$ cat src/rtl/apb_hex_display_mux_if.sv
// APB bus bundle for apb_hex_display_mux.
// Signals keep their APB names so existing connections map one-to-one.
//   PADDR/PWDATA/PWRITE/PSEL/PENABLE : master -> slave
//   PRDATA/PREADY/PSLVERR            : slave -> master
interface apb_hex_display_mux_if #(
    parameter int unsigned ADDR_WIDTH = 12
);
    logic [ADDR_WIDTH-1:0] PADDR;
    logic [31:0]           PWDATA;
    logic                  PWRITE;
    logic                  PSEL;
    logic                  PENABLE;
    logic [31:0]           PRDATA;
    logic                  PREADY;
    logic                  PSLVERR;

    modport master (
        output PADDR, PWDATA, PWRITE, PSEL, PENABLE,
        input  PRDATA, PREADY, PSLVERR
    );

    modport slave (
        input  PADDR, PWDATA, PWRITE, PSEL, PENABLE,
        output PRDATA, PREADY, PSLVERR
    );
endinterface

$ cat src/rtl/apb_hex_display_mux.sv
// APB-controlled multiplexed 7-segment display driver for NUM_DIGITS digits.
// Per-digit enable and decimal-point masks, programmable refresh prescaler,
// and one blank cycle at every digit change to suppress ghosting.
// Optional macro HEX_PWM_EN adds a DUTY register (0x14) for brightness PWM.
// Ports:
//   clk_i  : clock
//   rst_i  : synchronous active-high reset
//   apb    : APB slave (PADDR[4:2] decoded, zero wait states)
//   seg_o  : segments a..g, active-low, [0]=a
//   dp_o   : decimal point, active-low
//   an_o   : digit anodes, active-low, bit i = digit i
module apb_hex_display_mux #(
    parameter int unsigned NUM_DIGITS     = 8,
    parameter int unsigned APB_ADDR_WIDTH = 12,
    parameter logic [15:0] PRESCALE_RST   = 16'd9999
) (
    input  logic                  clk_i,
    input  logic                  rst_i,
    apb_hex_display_mux_if.slave  apb,
    output logic [6:0]            seg_o,
    output logic                  dp_o,
    output logic [NUM_DIGITS-1:0] an_o
);

    typedef enum logic {S_BLANK, S_SHOW} state_e;

    localparam int unsigned   IDX_W     = (NUM_DIGITS > 1) ? $clog2(NUM_DIGITS) : 1;
    localparam logic [IDX_W-1:0] IDX_LAST = IDX_W'(NUM_DIGITS - 1);
    // Nibbles of non-existent digits are never stored, so they read back as 0.
    localparam logic [63:0]   DATA_MASK = (NUM_DIGITS >= 16) ? '1
                                          : ((64'd1 << (4 * NUM_DIGITS)) - 64'd1);

    logic [63:0]           data_q;
    logic                  en_q;
    logic [15:0]           dig_en_q, dpmask_q, prescale_q;
    logic [15:0]           pre_cnt_q, pre_cnt_d;
    logic [IDX_W-1:0]      idx_q, idx_d;
    state_e                state_q, state_d;
    logic [NUM_DIGITS-1:0] an_q, an_d;
    logic [6:0]            seg_q, seg_d;
    logic                  dp_q, dp_d;
`ifdef HEX_PWM_EN
    logic [7:0]            duty_q, pwm_cnt_q;
`endif

    logic [2:0]  reg_sel;
    logic        mapped, wr_en, tick;
    logic [31:0] rdata;
    logic [3:0]  idx4, nib;
    logic        unused_addr;

    assign reg_sel     = apb.PADDR[4:2];
    assign unused_addr = ^{apb.PADDR[APB_ADDR_WIDTH-1:5], apb.PADDR[1:0]};

    function automatic logic [6:0] hex_font(input logic [3:0] n);
        case (n)
            4'h0: return 7'h3F;  4'h1: return 7'h06;  4'h2: return 7'h5B;  4'h3: return 7'h4F;
            4'h4: return 7'h66;  4'h5: return 7'h6D;  4'h6: return 7'h7D;  4'h7: return 7'h07;
            4'h8: return 7'h7F;  4'h9: return 7'h6F;  4'hA: return 7'h77;  4'hB: return 7'h7C;
            4'hC: return 7'h39;  4'hD: return 7'h5E;  4'hE: return 7'h79;  default: return 7'h71;
        endcase
    endfunction

    // Address decode and combinational read mux.
    always_comb begin
        mapped = 1'b1;
        rdata  = '0;
        case (reg_sel)
            3'd0: rdata = data_q[31:0];
            3'd1: rdata = data_q[63:32];
            3'd2: rdata = {dig_en_q, 15'd0, en_q};
            3'd3: rdata = {16'd0, dpmask_q};
            3'd4: rdata = {16'd0, prescale_q};
`ifdef HEX_PWM_EN
            3'd5: rdata = {24'd0, duty_q};
`endif
            default: mapped = 1'b0;
        endcase
    end

    assign apb.PRDATA  = rdata;
    assign apb.PREADY  = 1'b1;
    assign apb.PSLVERR = apb.PSEL & apb.PENABLE & ~mapped;
    assign wr_en       = apb.PSEL & apb.PENABLE & apb.PWRITE & mapped;

    // Register file.
    always_ff @(posedge clk_i) begin
        if (rst_i) begin
            data_q     <= '0;
            en_q       <= 1'b0;
            dig_en_q   <= '0;
            dpmask_q   <= '0;
            prescale_q <= PRESCALE_RST;
`ifdef HEX_PWM_EN
            duty_q     <= 8'hFF;
`endif
        end else if (wr_en) begin
            case (reg_sel)
                3'd0: data_q[31:0]  <= apb.PWDATA & DATA_MASK[31:0];
                3'd1: data_q[63:32] <= apb.PWDATA & DATA_MASK[63:32];
                3'd2: begin
                    en_q     <= apb.PWDATA[0];
                    dig_en_q <= apb.PWDATA[31:16];
                end
                3'd3: dpmask_q   <= apb.PWDATA[15:0];
                3'd4: prescale_q <= apb.PWDATA[15:0];
`ifdef HEX_PWM_EN
                3'd5: duty_q     <= apb.PWDATA[7:0];
`endif
                default: ;
            endcase
        end
    end

    assign tick = en_q && (pre_cnt_q == prescale_q);

    // Prescaler, scan index and BLANK/SHOW sequencing.
    // A tick in BLANK still advances idx but keeps the FSM in BLANK.
    always_comb begin
        pre_cnt_d = pre_cnt_q + 16'd1;
        idx_d     = idx_q;
        state_d   = state_q;
        if (!en_q) begin
            pre_cnt_d = '0;
            idx_d     = '0;
            state_d   = S_BLANK;
        end else begin
            if (tick) begin
                pre_cnt_d = '0;
                idx_d     = (idx_q == IDX_LAST) ? '0 : idx_q + IDX_W'(1);
            end
            if (wr_en && reg_sel == 3'd4) begin
                pre_cnt_d = '0;
            end
            case (state_q)
                S_BLANK: state_d = tick ? S_BLANK : S_SHOW;
                S_SHOW:  state_d = tick ? S_BLANK : S_SHOW;
                default: state_d = S_BLANK;
            endcase
        end
    end

    assign idx4 = 4'(idx_q);
    assign nib  = data_q[{idx4, 2'b00} +: 4];

    // Next output values; a disabled digit keeps its slot with its anode off.
    always_comb begin
        an_d  = '1;
        seg_d = 7'h7F;
        dp_d  = 1'b1;
        if (en_q && state_q == S_SHOW) begin
            seg_d = ~hex_font(nib);
            dp_d  = ~dpmask_q[idx4];
`ifdef HEX_PWM_EN
            if (pwm_cnt_q < duty_q) begin
                an_d[idx_q] = ~dig_en_q[idx4];
            end
`else
            an_d[idx_q] = ~dig_en_q[idx4];
`endif
        end
    end

    always_ff @(posedge clk_i) begin
        if (rst_i) begin
            pre_cnt_q <= '0;
            idx_q     <= '0;
            state_q   <= S_BLANK;
            an_q      <= '1;
            seg_q     <= 7'h7F;
            dp_q      <= 1'b1;
`ifdef HEX_PWM_EN
            pwm_cnt_q <= '0;
`endif
        end else begin
            pre_cnt_q <= pre_cnt_d;
            idx_q     <= idx_d;
            state_q   <= state_d;
            an_q      <= an_d;
            seg_q     <= seg_d;
            dp_q      <= dp_d;
`ifdef HEX_PWM_EN
            pwm_cnt_q <= pwm_cnt_q + 8'd1;
`endif
        end
    end

    assign an_o  = an_q;
    assign seg_o = seg_q;
    assign dp_o  = dp_q;

endmodule

$ cat src/flat_wrapper.sv
// flat-port wrapper written by rule: the top's interface ports become plain ports
module apb_hex_display_mux_flat 
#(
    parameter int unsigned NUM_DIGITS     = 8,
    parameter int unsigned APB_ADDR_WIDTH = 12,
    parameter logic [15:0] PRESCALE_RST   = 16'd9999
)
  (clk_i, rst_i, seg_o, dp_o, an_o, apb_PADDR, apb_PWDATA, apb_PWRITE, apb_PSEL, apb_PENABLE, apb_PRDATA, apb_PREADY, apb_PSLVERR);
  apb_hex_display_mux_if #(.ADDR_WIDTH(12)) apb_i ();
  input  logic clk_i;
  input  logic rst_i;
  output logic [6:0] seg_o;
  output logic dp_o;
  output logic [NUM_DIGITS-1:0] an_o;
  input wire logic [$bits(apb_i.PADDR)-1:0] apb_PADDR;
  input wire logic [$bits(apb_i.PWDATA)-1:0] apb_PWDATA;
  input wire logic [$bits(apb_i.PWRITE)-1:0] apb_PWRITE;
  input wire logic [$bits(apb_i.PSEL)-1:0] apb_PSEL;
  input wire logic [$bits(apb_i.PENABLE)-1:0] apb_PENABLE;
  output wire logic [$bits(apb_i.PRDATA)-1:0] apb_PRDATA;
  output wire logic [$bits(apb_i.PREADY)-1:0] apb_PREADY;
  output wire logic [$bits(apb_i.PSLVERR)-1:0] apb_PSLVERR;
  assign apb_i.PADDR = apb_PADDR;
  assign apb_i.PWDATA = apb_PWDATA;
  assign apb_i.PWRITE = apb_PWRITE;
  assign apb_i.PSEL = apb_PSEL;
  assign apb_i.PENABLE = apb_PENABLE;
  assign apb_PRDATA = apb_i.PRDATA;
  assign apb_PREADY = apb_i.PREADY;
  assign apb_PSLVERR = apb_i.PSLVERR;
  apb_hex_display_mux #(.NUM_DIGITS(NUM_DIGITS), .APB_ADDR_WIDTH(APB_ADDR_WIDTH), .PRESCALE_RST(PRESCALE_RST)) u_core (.clk_i(clk_i), .rst_i(rst_i), .apb(apb_i), .seg_o(seg_o), .dp_o(dp_o), .an_o(an_o));
endmodule
$ cat config.mk
export PLATFORM = sky130hd
export DESIGN_NAME = apb_hex_display_mux_flat
export DESIGN_NICKNAME = d
export VERILOG_FILES = /design/src/rtl/apb_hex_display_mux_if.sv /design/src/rtl/apb_hex_display_mux.sv /design/src/flat_wrapper.sv
export SDC_FILE = /design/constraint.sdc
export NUM_CORES = 1
export LEC_CHECK = 0
export BUFFER_PORTS_ARGS = -buffer_cell sky130_fd_sc_hd__buf_2
export CAP_MARGIN = 10
export CORE_UTILIZATION = 50
export CTS_CLUSTER_SIZE = 24
export DETAILED_ROUTE_END_ITERATION = 10
export GPL_ROUTABILITY_DRIVEN = 0
export GPL_TIMING_DRIVEN = 0
export PLACE_DENSITY = 0.76
export SYNTH_ARGS = -nofsm -noshare
export SYNTH_HDL_FRONTEND = slang
export SYNTH_SLANG_ARGS = --single-unit
$ cat constraint.sdc
create_clock -name clk_i -period 2.7 [get_ports clk_i]
set_clock_uncertainty 0.1 [all_clocks]
set_input_delay 0.81 -clock clk_i [delete_from_list [all_inputs] [get_ports clk_i]]
set_output_delay 0.81 -clock clk_i [all_outputs]
set_load 0.05 [all_outputs]
==> results of run 1 <==
-- state kept, by name (all words and copies together), names as in the netlist --
register / cells
u_core.seg_o: 7
u_core.idx_q: 3
u_core.state_q: 1
u_core.dpmask_q: 16
u_core.data_q: 32
u_core.pre_cnt_q: 16
u_core.an_o: 8
u_core.dig_en_q: 16
u_core.dp_o: 1
u_core.prescale_q: 16
u_core.en_q: 1
-- layout by cell type, fill, tap and decap left out, types with 7 or more instances in the layout --
cell type	netlist	final
ha_1	9	9
nor3_1	21	21
nand3b_1	9	9
a21oi_1	80	80
o21ai_4	0	12
nand2_1	200	187
clkbuf_16	0	20
clkbuf_1	37	31
clkbuf_8	0	10
mux2i_1	11	10
nor2_1	14	13
a22o_1	18	8
buf_6	1	30
a22o_2	0	8
buf_4	2	21
mux4_2	7	7
a22oi_2	0	12
xnor2_1	24	24
nand3_1	11	11
nand2_4	0	11
buf_2	10	61
dfxtp_1	117	117
inv_1	7	7
-- cells by family after synthesis --
| family | count (synthesis) | synth area share, % |
|---|---|---|
| AO/OA/AOI/OAI | 150 | 16.4 |
| XOR/XNOR | 30 | 4.96 |
| adder cells (fa/ha/maj) | 9 | 2.07 |
| buffers and inverters | 58 | 4.50 |
| flip-flops | 117 | 43.0 |
| multiplexers | 22 | 5.74 |
| other | 1 | 0.0689 |
| AND/OR/NAND/NOR | 289 | 23.2 |
-- area by class of cell --
type                       instances  area [µm²]  share of cell area, %
clock buffer                      25         504                   6.74
inverter                           8        30.0                  0.402
sequential                       117        2340                   31.3
tap                              136         170                   2.28
buffer                            49         335                   4.48
timing repair buffer             105         826                   11.0
clock inverter                     4        45.0                  0.602
multi-input combinational        501        3230                   43.1
-- report_power, final --
group	switching [mW]	internal [mW]	leakage (nW)
clock network	0.759	1.35	0.276
registers	0.0104	1.74	0.944
logic	0.168	0.111	1.58
total	0.937	3.20	2.80
-- per-layer routing --
metal | share of wire (%) | up-vias
met4 | 4.9 | 0
met2 | 48 | 328
met5 | 0 | -
met3 | 8.3 | 75
li1 | - | 2555
met1 | 39 | 2578
-- critical path, cell delays in order --
cell	delay [ns]
buf_12	0.11
nor2_4	0.17
and2_4	0.18
buf_6	0.12
clkbuf_16	0.16
nand2_4	0.06
o21ai_4	0.08
buf_6	0.18
-- how the worst max path moves through the flow --
stage                      start        endpoint
detailed placement  apb_PADDR[4]   apb_PRDATA[0]
global route        apb_PADDR[3]   apb_PRDATA[9]
floorplan           apb_PADDR[2]  apb_PRDATA[11]
global placement    apb_PADDR[4]   apb_PRDATA[4]
finish              apb_PADDR[3]   apb_PRDATA[5]
CTS                 apb_PADDR[2]   apb_PRDATA[0]
-- repair_timing --
action	in CTS	in global routing
gates cloned	3	1
setup buffers	9	6
gates resized for setup	91	34
hold endpoints to repair	0	0
endpoints found under the setup margin	34	29
pin swaps	7	9
-- metrics by stage --
step / hold WS (ns) / power, mW / utilization, % / setup TNS [ns]
finish: 0.360 / 4.13 / 71.5 / -0.843
global placement: 0.343 / 1.99 / 60.4 / -12.63
CTS: 0.361 / 4.11 / 69.7 / -0.797
detailed placement: 0.350 / 1.99 / 60.4 / -14.74
global route: 0.381 / 4.22 / 71.5 / -1.47
floorplan: 0.336 / 1.90 / - / -0.0811
==> run summary, run 1 <==
- WL per Instance: 18.8 µm
- overall die area: 11300 µm²
- total number of nets in the final design: 857
- clock-pin slew reported for the worst setup and hold paths after clock tree synthesis: 0.05 ns
- cell taking the most area after synthesis: dfxtp_1
- Critical Setup Path Class: primary input to output pin
- floorplan die height: 106 µm
- number of detailed-routing iterations run before antenna repair: 6
- final max-slew violation count: 0
- hold-critical path depth: 2
- placement-stage cell area: 6310 µm²
- maximum number of pins on one net before global-route repair: 17
- Max Buffers Root-to-Sink: 2
- worst ir drop on vdd: 520 µV
- capture endpoint of the worst hold path: u_core.dig_en_q[14]
- average via count per standard cell: 5.86
- sequential fraction of the synthesis area: 43.0%
- TritonCTS clock tree: yes
- Synth Instances: 676
- via count of the first global-routing pass: 5360
- run status: complete, but fails checks
- Die X-Extent: 106 µm
- reg2reg path depth: 9
- critical path capture point type: output pin
- most instantiated flip-flop cell in the synthesis netlist: dfxtp_1
- number of antenna violations at the first check in global routing: 0
- number of flops mapped to enable cells by yosys: 0
- area of all placed cells without fillers: 7480 µm²
- net count after synthesis: 734
- data required time of the worst path: 1.79 ns
- CP max FO: 5
- total placed cells including tap cells: 899
- top-area cell type share of the netlist area: 43.0%
- number of buffers added by the clock tree synthesis step: 17
- Yosys reg bits: 117
- Global Route met3 Usage: 8.09%
- path type of the worst min-delay path: flip-flop to flip-flop
- unique cell type count in the Yosys netlist: 49
- overflow left after global routing: 0
- Cell Pwr Density: 553 nW/µm²
- aggregate global-route resource usage: 31.8%
- most area-consuming cells after synthesis: dfxtp_1, nand2_1, a21oi_1
- GR Layer Usage met2: 51.1%
- via count: 5536
- Max Fclk: 0.358 GHz
- cell with the most instances after synthesis: nand2_1
- remaining antenna violation count after routing: 0
- I/O pin count: 99
- cell types with the highest counts after synthesis: nand2_1, dfxtp_1, a21oi_1, clkbuf_1, xnor2_1
- clock period minus final worst setup slack: 2.79 ns
- source of the worst hold timing path: u_core.dig_en_q[14]
- starting density of the core: 52.0%
- DRC marker count from the first detailed-route iteration: 479
- post-synthesis async set-or-reset flop share: 0%
- setup repair after global routing missed its margin: true
- hpwl dp: 11.9 mm
- wire length of the first global-routing pass: 27.3 mm
- layer with the highest usage after global routing: met2
- sort of element at the start of the critical path: primary input
- antenna diode instance count: 0
- Worst Path Arrival: 1.88 ns
- post-route insts no fill: 945
- met1 track demand over resource: 38.1%
- Max H-tree Level: 4
- failing checks: negative setup slack
- clock tree root driver cell: clkbuf_8
- fraction of final layout cells sized beyond drive strength 1: 27.8%
- # DRC: 0
- reg-to-reg slack, setup: 0.17 ns
- core region area: 10500 µm²
- total number of clock tree sinks: 117
- number of warnings printed during yosys synthesis: 0
- max capacitance violation total: 0
- worst flop-to-flop path endpoint: u_core.seg_o[5]
- number of filler cells placed in the layout: 776
- std cell rows: 37
- worst rel slew slack: 41.5%
- Reg2Reg Launch Point: u_core.idx_q[0]
- overall routed net length: 17.8 mm
- setup slack after placement: -0.536 ns
- post-route setup slack: -0.0939 ns
- Mapped Avg Cell Area: 8.06 µm²
- mapped cell area: 5450 µm²
- LEAKAGE: 2.80 nW
- worst skew pair latency: 0.53 ns
- number of endpoints with negative hold slack in the final report: 0
- number of hold-repair buffers added at the cts stage: 0
- measured slew at the worst slew-check pin: 0.871 ns
- portion of the clock cycle consumed by the worst path in the final layout: 103%
- count of endpoints failing setup in the final report: 17
- layout-stage area growth over the synthesis result: 37.3%
- quantity of I/O buffers inserted on ports: 87
(Power assumes the default switching activity.)
==> run 2: changes to the inputs <==
--- a/config.mk
+++ b/config.mk
@@ -7,12 +7,14 @@
 export LEC_CHECK = 0
 export BUFFER_PORTS_ARGS = -buffer_cell sky130_fd_sc_hd__buf_2
 export CAP_MARGIN = 10
-export CORE_UTILIZATION = 50
+export CELL_PAD_IN_SITES_DETAIL_PLACEMENT = 1
+export CELL_PAD_IN_SITES_GLOBAL_PLACEMENT = 1
+export CORE_UTILIZATION = 37
 export CTS_CLUSTER_SIZE = 24
 export DETAILED_ROUTE_END_ITERATION = 10
 export GPL_ROUTABILITY_DRIVEN = 0
 export GPL_TIMING_DRIVEN = 0
-export PLACE_DENSITY = 0.76
+export PLACE_DENSITY_LB_ADDON = 0.1
 export SYNTH_ARGS = -nofsm -noshare
 export SYNTH_HDL_FRONTEND = slang
 export SYNTH_SLANG_ARGS = --single-unit
==> run 2 against run 1 <==
  * Critical path type unchanged
  * The flow still finishes with violations (negative setup slack)
  * Utilization shrank 17 points
  * Sequential power is essentially flat
  * Clock-buffer cell count shrank 7
  * Worst hold slack lost 0.00085 ns
  * Setup slack gained 0.0017 ns
  * Design area grew 3.6%
  * Total power grew 5.5%
  * Maximum frequency is essentially flat
  * Die area grew 34%
  * Wire length grew 12%
  * Global-route usage shrank 4.2 points
==> run summary, run 2 (synthesis gave the netlist of run 1 again) <==
- Critical-path top delay cell: nor2_4
- wire length of the first global-routing pass: 30.5 mm
- clock period minus final worst setup slack: 2.79 ns
- number of detailed-routing iterations run before antenna repair: 5
- TritonCTS clock tree: yes
- via count of the first global-routing pass: 5616
- Die X-Extent: 123 µm
- floorplan die height: 123 µm
- max capacitance violation total: 0
- sort of element at the start of the critical path: primary input
- total number of nets in the final design: 857
- CP max FO: 6
- post-route setup slack: -0.0922 ns
- placement-stage cell area: 6370 µm²
- met1 WL: 9.06 mm
- hpwl dp: 13.8 mm
- Max H-tree Level: 4
- Critical Setup Path Class: primary input to output pin
- quantity of I/O buffers inserted on ports: 87
- data required time of the worst path: 1.79 ns
- portion of the clock cycle consumed by the worst path in the final layout: 103%
- critical path capture point type: output pin
- number of antenna violations at the first check in global routing: 0
- Seq pwr share: 40.1%
- setup slack after placement: -0.601 ns
- clock-pin slew reported for the worst setup and hold paths after clock tree synthesis: 0.06 ns
- max reg flops: 32
- Detail Route met2 WL: 9.40 mm
- Fin Setup TNS: -1.29 ns
- worst flop-to-flop path endpoint: u_core.seg_o[5]
- average via count per standard cell: 5.53
- number of endpoints with negative hold slack in the final report: 0
- Cell Pwr Density: 563 nW/µm²
- total placed cells including tap cells: 943
- # DRC: 0
- path type of the worst min-delay path: flip-flop to flip-flop
- aggregate global-route resource usage: 27.6%
- number of buffers added by the clock tree synthesis step: 17
- core region area: 14100 µm²
- fraction of power consumed by the clock network: 53.2%
- total number of clock tree sinks: 117
- worst skew pair latency: 0.43 ns
- worst ir drop on vdd: 444 µV
- fraction of final layout cells sized beyond drive strength 1: 28.4%
- layout-stage area growth over the synthesis result: 42.3%
- overall die area: 15200 µm²
- internal cell power: 3.31 mW
- net switching power figure: 1.04 mW
- maximum number of pins on one net before global-route repair: 20
- critical path endpoint: apb_PRDATA[7]
- run status: complete, but fails checks
- std cell rows: 43
- setup repair after global routing missed its margin: true
- remaining antenna violation count after routing: 0
- wire length on met3: 914 µm
- overall routed net length: 20.0 mm
- final max-slew violation count: 0
- DRC marker count from the first detailed-route iteration: 300
- post-route insts no fill: 992
- I/O pin count: 99
- number of filler cells placed in the layout: 1669
- reg2reg path depth: 8
- via count: 5486
- area of all placed cells without fillers: 7750 µm²
- library cell appearing most often on the critical path: buf_6
- starting density of the core: 38.6%
- Critical Path Start: apb_PADDR[3]
- commonest cells after routing, fill and taps aside: nand2_1, dfxtp_1, a21oi_1
- max layer used: met4
- clock tree root driver cell: clkbuf_16
- critical path, cell by cell: buf_12, nor2_4, and2_4, buf_6, clkbuf_16, nand2_4, o21ai_4, buf_6
- Max Buffers Root-to-Sink: 2
- most common cell after layout, fill and taps aside: nand2_1
- WL per Instance: 20.1 µm
- overflow left after global routing: 0
- net switching fraction of the power: 23.9%
- part of the power in combinational logic: 6.7%
- measured slew at the worst slew-check pin: 1.04 ns
- Worst Path Arrival: 1.88 ns
- register bank with the most flops: u_core.data_q
- failing checks: negative setup slack
- Max stage delay on crit path: 0.18 ns
- Reg2Reg Launch Point: u_core.idx_q[1]
- Max Fclk: 0.358 GHz
- LEAKAGE: 2.87 nW
- reg-to-reg slack, setup: 0.10 ns
- antenna diode instance count: 0
- count of endpoints failing setup in the final report: 24
- post-layout total power: 4.36 mW
- worst rel slew slack: 30.3%
run 2: cell count changes in the layout (fill, tap and decap cells not counted), moves of 3 or more:
| cell | previous run | this run |
|---|---|---|
| buf_4 | 21 | 14 |
| clkinvlp_4 | 0 | 3 |
| clkbuf_16 | 20 | 23 |
| buf_8 | 2 | 12 |
| a22o_2 | 8 | 3 |
| a22o_4 | 2 | 7 |
| clkbuf_8 | 10 | 3 |
| clkinv_2 | 3 | 6 |
run 2: what timing repair did:
| action | CTS | global route |
|---|---|---|
| setup endpoints to repair | 38 | 27 |
| setup buffers | 9 | 5 |
| gates resized for setup | 101 | 55 |
| hold buffers | 0 | 0 |
| cloned | 3 | 1 |
| pin swaps | 6 | 11 |
run 2: stage by stage:
step	hold slack, ns	util, %
final	0.360	55.0
after detailed placement	0.352	45.2
after floorplan	0.336	-
after CTS	0.361	52.9
after global placement	0.341	45.2
after global routing	0.382	55.0
run 2: area by class of cell:
| cell class | instances | area, µm² | area share [%] |
|---|---|---|---|
| Tap cell | 180 | 225 | 2.91 |
| Buffer | 49 | 377 | 4.86 |
| Sequential cell | 117 | 2340 | 30.2 |
| Clock inverter | 14 | 160 | 2.07 |
| Multi-Input combinational cell | 501 | 3300 | 42.5 |
| Inverter | 8 | 30.0 | 0.388 |
| Clock buffer | 18 | 439 | 5.67 |
| Timing Repair Buffer | 105 | 877 | 11.3 |
run 2: per-layer routing:
layer / GRT usage [%] / up-vias
met5: 0 / -
met1: 36.3 / 2730
li1: - / 2565
met3: 6.37 / 52
met4: 11.7 / 0
met2: 43.2 / 139
run 2: how the worst min path moves through the flow:
stage	startpoint	to	slack, ns	cells after the start
5_1_grt	u_core.dig_en_q[11]	u_core.dig_en_q[11]	0.38	2
3_5_place_dp	u_core.dig_en_q[13]	u_core.dig_en_q[13]	0.35	2
4_1_cts	u_core.dig_en_q[13]	u_core.dig_en_q[13]	0.36	2
2_1_floorplan	u_core.dig_en_q[10]	u_core.dig_en_q[10]	0.34	2
3_3_place_gp	u_core.dpmask_q[11]	u_core.dpmask_q[11]	0.34	2
6_report	u_core.dig_en_q[10]	u_core.dig_en_q[10]	0.36	2
run 2: worst max-delay path: cells and delay by family:
family | cells | cell delay [ns]
buffers and inverters | 4 | 0.57
AND/OR/NAND/NOR | 3 | 0.42
AO/OA/AOI/OAI | 1 | 0.07
run 2: power groups by stage:
| stage | Combinational (mW) | Sequential (mW) | Clock (mW) |
|---|---|---|---|
| floorplan | 0.125 | 1.78 | 0 |
| global placement | 0.215 | 1.78 | 0 |
| detailed placement | 0.219 | 1.78 | 0 |
| CTS | 0.270 | 1.75 | 2.34 |
| global route | 0.306 | 1.75 | 2.43 |
| finish | 0.293 | 1.75 | 2.32 |
==> run 3: changes to the inputs <==
--- a/config.mk
+++ b/config.mk
@@ -14,7 +14,8 @@
 export DETAILED_ROUTE_END_ITERATION = 10
 export GPL_ROUTABILITY_DRIVEN = 0
 export GPL_TIMING_DRIVEN = 0
-export PLACE_DENSITY_LB_ADDON = 0.1
+export PLACE_DENSITY = 0.74
+export REMOVE_ABC_BUFFERS = 1
 export SYNTH_ARGS = -nofsm -noshare
 export SYNTH_HDL_FRONTEND = slang
 export SYNTH_SLANG_ARGS = --single-unit
==> run 3 against run 2 <==
  * Critical path depth shrank 1
  * Critical path type unchanged
  * First-iteration DRC count rose by 23%
  * Clock power grew 3%
  * Global-route usage fell by 2.5 points
  * Design area shrank 7.8%
  * Cell count shrank 4.6%
  * Wire length fell by 8.1%
  * Utilization is 4.3 points lower
  * Non-clock buffer count fell by 48
  * Critical endpoint is now apb_PRDATA[13]
  * The run still ends with negative setup slack left
  * Sequential cell count is the same
  * Highest routed layer unchanged
==> run summary, run 3 (synthesis gave the netlist of run 1 again) <==
- Die X-Extent: 123 µm
- max capacitance violation total: 0
- number of antenna violations at the first check in global routing: 0
- std cell rows: 43
- Cell Pwr Density: 610 nW/µm²
- data required time of the worst path: 1.79 ns
- layout-stage area growth over the synthesis result: 31.1%
- fraction of final layout cells sized beyond drive strength 1: 24.0%
- via count: 5266
- remaining antenna violation count after routing: 0
- # DRC: 0
- count of endpoints failing setup in the final report: 29
- final max-slew violation count: 0
- core region area: 14100 µm²
- DRC marker count from the first detailed-route iteration: 368
- run status: complete, but fails checks
- CP max FO: 6
- setup slack after placement: -1.47 ns
- library cell appearing most often on the critical path: buf_6
- register bank with the most flops: u_core.data_q
- critical path capture point type: output pin
- Max Buffers Root-to-Sink: 2
- clock period minus final worst setup slack: 2.78 ns
- failing checks: negative setup slack
- measured slew at the worst slew-check pin: 0.965 ns
- number of detailed-routing iterations run before antenna repair: 5
- total number of clock tree sinks: 117
- antenna diode instance count: 0
- overflow left after global routing: 0
- sort of element at the start of the critical path: primary input
- number of endpoints with negative hold slack in the final report: 0
- worst rel slew slack: 35.6%
- max reg flops: 32
- clock-pin slew reported for the worst setup and hold paths after clock tree synthesis: 0.06 ns
- post-route setup slack: -0.0809 ns
- starting density of the core: 38.6%
- LEAKAGE: 2.57 nW
- Max H-tree Level: 4
- Max Fclk: 0.360 GHz
- critical path, cell by cell: buf_12, nor2_4, buf_6, buf_6, a22oi_2, o21ai_1, buf_6
- worst skew pair latency: 0.42 ns
- overall die area: 15200 µm²
- TritonCTS clock tree: yes
- number of hold-repair buffers added at the cts stage: 0
- overall routed net length: 18.4 mm
- aggregate global-route resource usage: 25.1%
- Critical-path top delay cell: nor2_4
- quantity of I/O buffers inserted on ports: 88
- WL per Instance: 19.4 µm
- wire length of the first global-routing pass: 28.5 mm
- hold-critical path depth: 2
- floorplan die height: 123 µm
- via count of the first global-routing pass: 5336
- commonest cells after routing, fill and taps aside: nand2_1, dfxtp_1, a21oi_1
- total number of nets in the final design: 811
- Max stage delay on crit path: 0.24 ns
- number of buffers added by the clock tree synthesis step: 17
- worst ir drop on vdd: 284 µV
- Critical Setup Path Class: primary input to output pin
- reg2reg path depth: 8
- clock tree root driver cell: clkbuf_16
- average via count per standard cell: 5.57
- hpwl dp: 11.3 mm
- path type of the worst min-delay path: flip-flop to flip-flop
- I/O pin count: 99
- maximum number of pins on one net before global-route repair: 84
- most common cell after layout, fill and taps aside: nand2_1
- setup repair after global routing missed its margin: true
- Fin Setup TNS: -1.08 ns
- Worst Path Arrival: 1.87 ns
- portion of the clock cycle consumed by the worst path in the final layout: 103%
run 3: repair_timing:
item	in CTS	in global routing
buffers inserted	8	5
pin swaps	8	8
gates resized for setup	99	31
endpoints found under the setup margin	121	33
gates cloned	3	1
run 3: power by group:
part | switching, mW | internal [mW] | total [mW]
registers | 0.00935 | 1.74 | 1.74
clock network | 0.803 | 1.58 | 2.38
logic | 0.145 | 0.0841 | 0.229
total | 0.957 | 3.40 | 4.36
run 3: routing by layer:
| layer | track usage [%] | vias to the layer above | wire, µm |
|---|---|---|---|
| met3 | 4.06 | 32 | 687 |
| met4 | 11.2 | 0 | 410 |
| met5 | 0 | - | 0 |
| met1 | 31.4 | 2630 | 7950 |
| li1 | - | 2469 | - |
| met2 | 42.4 | 135 | 9320 |
run 3: through the flow:
| stage | cell area (µm²) | hold slack [ns] | util, % | total power, mW | std cells |
|---|---|---|---|---|---|
| after floorplan | 5230 | 0.330 | - | 1.85 | 626 |
| after global placement | 5900 | 0.342 | 41.8 | 1.95 | 894 |
| after detailed placement | 5970 | 0.348 | 42.4 | 1.96 | 897 |
| after CTS | 6960 | 0.356 | 49.3 | 4.36 | 940 |
| after global routing | 7140 | 0.375 | 50.6 | 4.47 | 946 |
| final | 7140 | 0.356 | 50.6 | 4.36 | 946 |
run 3: path summary, 6_finish.rpt:
check / slack [ns] / endpoint / start
max: -0.08 / apb_PRDATA[13] / apb_PADDR[3]
min: 0.36 / u_core.dpmask_q[8] / u_core.dpmask_q[8]
max reg2reg: 0.11 / u_core.seg_o[5] / u_core.idx_q[0]
min reg2reg: 0.36 / u_core.dpmask_q[8] / u_core.dpmask_q[8]
run 3: worst max-delay path, delay by kind of cell:
kind	cells	cell delay, ns
buffers and inverters	4	0.58
AND/OR/NAND/NOR	1	0.24
AO/OA/AOI/OAI	2	0.24
run 3: final cells by class:
cell class	instances	area (µm²)
clock buffer	21	460
clock inverter	11	155
fill	1696	6960
inverter	8	30.0
multi-input combinational	503	3000
sequential	117	2350
tap	180	225
timing repair buffer	106	920
